==> src/rtl/pipe_pkg.sv <==
// pipe_pkg: shared constants and helpers for the pipe_chain register chain.
// Holds the default payload width / depth and the occupancy-width function.
package pipe_pkg;

    localparam int PIPE_N_DEF     = 4;
    localparam int PIPE_DEPTH_DEF = 2;

    // Width needed to count 0..depth valid entries.
    function automatic int occ_width(input int depth);
        return $clog2(depth + 1);
    endfunction

endpackage

==> src/rtl/pipe_stage.sv <==
// pipe_stage: one valid+data register of the chain.
// Load copies the incoming valid and, only when that valid is set, the
// incoming payload; flush clears valid only; reset clears valid and data.
module pipe_stage #(
    parameter int N = 4
) (
    input  logic         clk,
    input  logic         reset,
    input  logic         i_flush,
    input  logic         i_load,
    input  logic         i_valid,
    input  logic [N-1:0] i_data,
    output logic         o_valid,
    output logic [N-1:0] o_data
);

    logic         r_valid;
    logic [N-1:0] r_data;

    // Stage register: reset > flush > load > hold.
    always_ff @(posedge clk) begin
        if (reset) begin
            r_valid <= 1'b0;
            r_data  <= '0;
        end else if (i_flush) begin
            r_valid <= 1'b0;
        end else if (i_load) begin
            r_valid <= i_valid;
            if (i_valid) begin
                r_data <= i_data;
            end
        end
    end

    assign o_valid = r_valid;
    assign o_data  = r_data;

endmodule

==> src/rtl/pipe_chain.sv <==
// pipe_chain: DEPTH-stage valid/ready register chain with bubble collapsing.
// Optional build macro: PIPE_OCC_EN adds the occupancy output (popcount of
// the stage valid bits); without it the port and its logic are absent.
//
// Handshake: a word moves across an interface on a rising edge when valid
// and ready are both high at that edge; valid never depends on ready, and
// a presented word stays put (no retraction expected) until it is taken.
module pipe_chain
    import pipe_pkg::*;
#(
    parameter int N     = PIPE_N_DEF,
    parameter int DEPTH = PIPE_DEPTH_DEF
) (
    input  logic         clk,
    input  logic         reset,
    input  logic         flush,
    input  logic         in_valid,
    output logic         in_ready,
    input  logic [N-1:0] in_data,
    output logic         out_valid,
    input  logic         out_ready,
    output logic [N-1:0] out_data
`ifdef PIPE_OCC_EN
    ,
    output logic [occ_width(DEPTH)-1:0] occupancy
`endif
);

    logic [DEPTH-1:0] w_valid;
    logic [DEPTH:0]   w_ready;
    logic [N-1:0]     w_data     [DEPTH];
    logic [DEPTH-1:0] w_src_valid;
    logic [N-1:0]     w_src_data [DEPTH];

    // The consumer terminates the ready chain.
    assign w_ready[DEPTH] = out_ready;

    for (genvar g = 0; g < DEPTH; g++) begin : g_stage
        // An empty stage always accepts, so bubbles collapse toward the output.
        assign w_ready[g] = !w_valid[g] || w_ready[g+1];

        if (g == 0) begin : g_head
            assign w_src_valid[g] = in_valid;
            assign w_src_data[g]  = in_data;
        end else begin : g_body
            assign w_src_valid[g] = w_valid[g-1];
            assign w_src_data[g]  = w_data[g-1];
        end

        pipe_stage #(.N(N)) u_stage (
            .clk     (clk),
            .reset   (reset),
            .i_flush (flush),
            .i_load  (w_ready[g]),
            .i_valid (w_src_valid[g]),
            .i_data  (w_src_data[g]),
            .o_valid (w_valid[g]),
            .o_data  (w_data[g])
        );
    end

    // Words are refused while flushing so nothing is lost silently.
    assign in_ready  = w_ready[0] && !flush;
    assign out_valid = w_valid[DEPTH-1];
    assign out_data  = w_data[DEPTH-1];

`ifdef PIPE_OCC_EN
    localparam int OCC_W = occ_width(DEPTH);

    // Occupancy is the number of stages currently holding a valid entry.
    always_comb begin
        occupancy = '0;
        for (int i = 0; i < DEPTH; i++) begin
            occupancy = occupancy + OCC_W'(w_valid[i]);
        end
    end
`endif

endmodule

==> config.mk <==
export PLATFORM = sky130hd
export DESIGN_NAME = pipe_chain
export DESIGN_NICKNAME = d
export VERILOG_FILES = /design/src/rtl/pipe_pkg.sv /design/src/rtl/pipe_stage.sv /design/src/rtl/pipe_chain.sv
export SDC_FILE = /design/constraint.sdc
export NUM_CORES = 1
export LEC_CHECK = 0
export CAP_MARGIN = 20
export CORE_AREA = 2 2 39 41
export DETAILED_ROUTE_END_ITERATION = 8
export DIE_AREA = 0 0 41 43
export GPL_ROUTABILITY_DRIVEN = 0
export PLACE_DENSITY = 0.64
export SYNTH_ARGS = -nofsm -noshare
export SYNTH_HDL_FRONTEND = slang
export SYNTH_SLANG_ARGS = --single-unit
==> constraint.sdc <==
create_clock -name clk -period 1.05 [get_ports clk]
set_clock_uncertainty 0.05 [all_clocks]
set_input_delay 0.21 -clock clk [delete_from_list [all_inputs] [get_ports clk]]
set_output_delay 0.21 -clock clk [all_outputs]
set_load 0.005 [all_outputs]
==> impl_metrics.py <==
metrics = {
    "outcome": {
        "outcome": "finished with violations",
        "violations": "negative setup slack",
    },
    "worst_setup_path": {
        "slowest_delay_ns": 0.32,
        "arrival_ns": 0.91,
        "timing.rr.start": "g_stage[1].u_stage.o_valid",
        "crit_type": "reg2out",
        "worstSetupStartpoint": "g_stage[1].u_stage.o_valid",
        "crit_path_end_kind": "output port",
        "r2r_cells": 4,
        "startpoint_type": "flop",
        "r2r_end": "g_stage[0].u_stage.o_data[2]",
        "crit_buf_inv": 1,
        "r2r_slack_ns": -0.09,
        "crit_family": "flip-flops",
        "crit_fanout": 2,
        "critical_path.cell_chain": "nor2b_4 -> a21oi_2 -> buf_2",
        "crit_required_ns": 0.79,
        "path_depth": 3,
        "crit_end": "in_ready",
        "cpMaxStageDelayCell": "dfxtp_2",
    },
    "layout": {
        "nets": 80,
        "syn_to_final_growth_pct": 48.6,
        "fillerInstances": 145,
        "drive_gt1_share_pct": 37.7,
        "multiInputGateArea_sq_um": 244,
        "final_common_cell": "nand2b_1",
        "final_cell_mix": "9 x nand2b_1, 6 x buf_4",
        "seq_area_sq_um": 206,
        "diodes": 0,
        "fin_cells": 85,
    },
    "logic_synthesis": {
        "synth_nets": 56,
        "synth-seq-area-share_pct": 44.7,
        "syn_area_per_cell_sq_um": 9.53,
        "synthCells": 47,
        "synth_warnings": 0,
        "syn_area_sq_um": 448,
        "ys_ff_latch": 10,
        "ys_types": 14,
    },
    "drt": {
        "first_iter_violations": 0,
        "ant_nets": 0,
        "first_pass_iters": 1,
        "drc": 0,
        "vias_per_cell": 4.68,
        "vias": 398,
        "wl_per_cell_um": 10.2,
        "drt-total-wl_um": 867,
    },
    "grt": {
        "grt_pass1_wl_mm": 1.52,
        "grt_pass1_vias": 359,
        "grt_overflow_total": 0,
        "antenna_found_initial": 0,
        "grt_usage_pct": 14.2,
        "grt_max_degree": 11,
    },
    "floorplanning": {
        "die_area_sq_um": 1760,
        "ios": 15,
        "die_width_um": 41,
        "num_rows": 14,
        "core_sq_um": 1380,
        "start_util_pct": 32.4,
        "die_h_um": 43,
    },
    "clock_tree": {
        "cts_buffers": 3,
        "clk_path_buf_depth": 2,
        "clock-sinks": 10,
        "cts.htree.levels": 1,
        "clk_pin_slew_ns": 0.06,
        "root_buffer": "clkbuf_4",
        "cts_tree": "yes",
        "clkLatencyLatePin_ns": 0.26,
    },
    "timing": {
        "timing.final.ws_setup_ns": -0.123,
        "max_freq_mhz": 852,
        "hold_viol_final": 0,
        "relSlewSlack_pct": 82.1,
        "setup_violations": 10,
        "worstMarginPinSlew_ns": 0.268,
        "rsz0062_at_grt": "yes",
        "slew_viol_final": 0,
        "finalCritPeriodShare_pct": 112,
        "fin_crit_ns": 1.17,
        "fin_setup_tns_ns": -0.491,
        "holdWs_ns": 0.341,
    },
    "job": {
        "max_cap_violations": 0,
    },
    "placement": {
        "placed_cells": 81,
        "dp_hpwl_um": 652,
        "portBuffers": 14,
    },
    "pwr": {
        "p_leak_nw": 0.275,
        "ir_drop_mv": 0.553,
        "total_power_mw": 0.751,
        "power_density_nw_per_um2": 1130,
    },
    "worst_hold_path": {
        "min_from": "flush",
        "hp-class": "in2reg",
    },
}
cells in the mapped netlist:
library cell  number  area share, %
or2b_2             1            2.0
o21ai_0            4            4.5
mux2i_1            4            8.9
nand3_1            4            4.5
nand2b_1          10             14
nor2b_4            1            3.1
a21oi_1            6            6.7
nor3_1             2            2.2
dfxtp_1           10             45
nor2_1             1           0.84
clkbuf_1           1           0.84
a21oi_4            1            3.6
buf_6              1            2.5
and2b_1            1            1.7
final cells by class:
type | count | area share (%)
clock buffer | 3 | 3.38
multi-input combinational | 35 | 36.7
sequential | 10 | 31.0
tap | 16 | 3.01
timing repair buffer | 21 | 25.9
layer usage:
| metal | up-vias | GRT usage [%] | wire, um |
|---|---|---|---|
| met5 | - | 0 | 0 |
| li1 | 208 | - | - |
| met1 | 172 | 15.3 | 398 |
| met2 | 13 | 18.1 | 364 |
| met4 | 0 | 14.0 | 44 |
| met3 | 5 | 7.85 | 59 |
timing repair:
item / CTS / global route
pin swaps: 2 / 0
hold buffers: 0 / 0
endpoints found under the setup margin: 14 / 15
resized for setup: 27 / 6
buffers inserted: 0 / 1
endpoints found under the hold margin: 0 / 0
worst min-delay path: stages:
cell and delay, ns:
dlygate4sd2_1 0.24, buf_6 0.12, nor3_1 0.05
state kept, by name, summed over array words and instances, names as in the netlist:
signal / flops
g_stage.u_stage.o_data: 8
g_stage.u_stage.o_valid: 2
power breakdown:
group          switching (mW)  total (mW)  internal, mW
registers             0.00629       0.397         0.391
logic                  0.0375      0.0989        0.0614
clock network           0.123       0.255         0.132
how the worst min path moves through the flow:
stage | to | slack [ns] | cells past startpoint
after detailed placement | g_stage[1].u_stage.o_data[0] | 0.41 | 2
after global routing | g_stage[0].u_stage.o_valid | 0.34 | 3
after CTS | g_stage[0].u_stage.o_valid | 0.31 | 3
after global placement | g_stage[1].u_stage.o_data[1] | 0.41 | 2
final | g_stage[1].u_stage.o_valid | 0.34 | 3
after floorplan | g_stage[0].u_stage.o_valid | 0.24 | 1
through the flow:
| stage | cell area [sq um] | setup WS [ns] | utilization [%] |
|---|---|---|---|
| global placement | 638 | -0.625 | 46.1 |
| global route | 666 | -0.191 | 48.1 |
| detailed placement | 638 | -0.636 | 46.1 |
| CTS | 673 | -0.151 | 48.6 |
| floorplan | 448 | 0.00341 | - |
| finish | 666 | -0.123 | 48.1 |
logic make-up (layout without fill, tap and decap cells):
logic type      after synthesis  count (layout)  synth area share, %
buf+inv                       2              24                 3.35
mux                           4               4                 8.94
compound gates               11              11                 14.8
flops                        10              10                 44.7
simple gates                 20              20                 28.2
No activity file was read; power rests on OpenSTA's default activity.
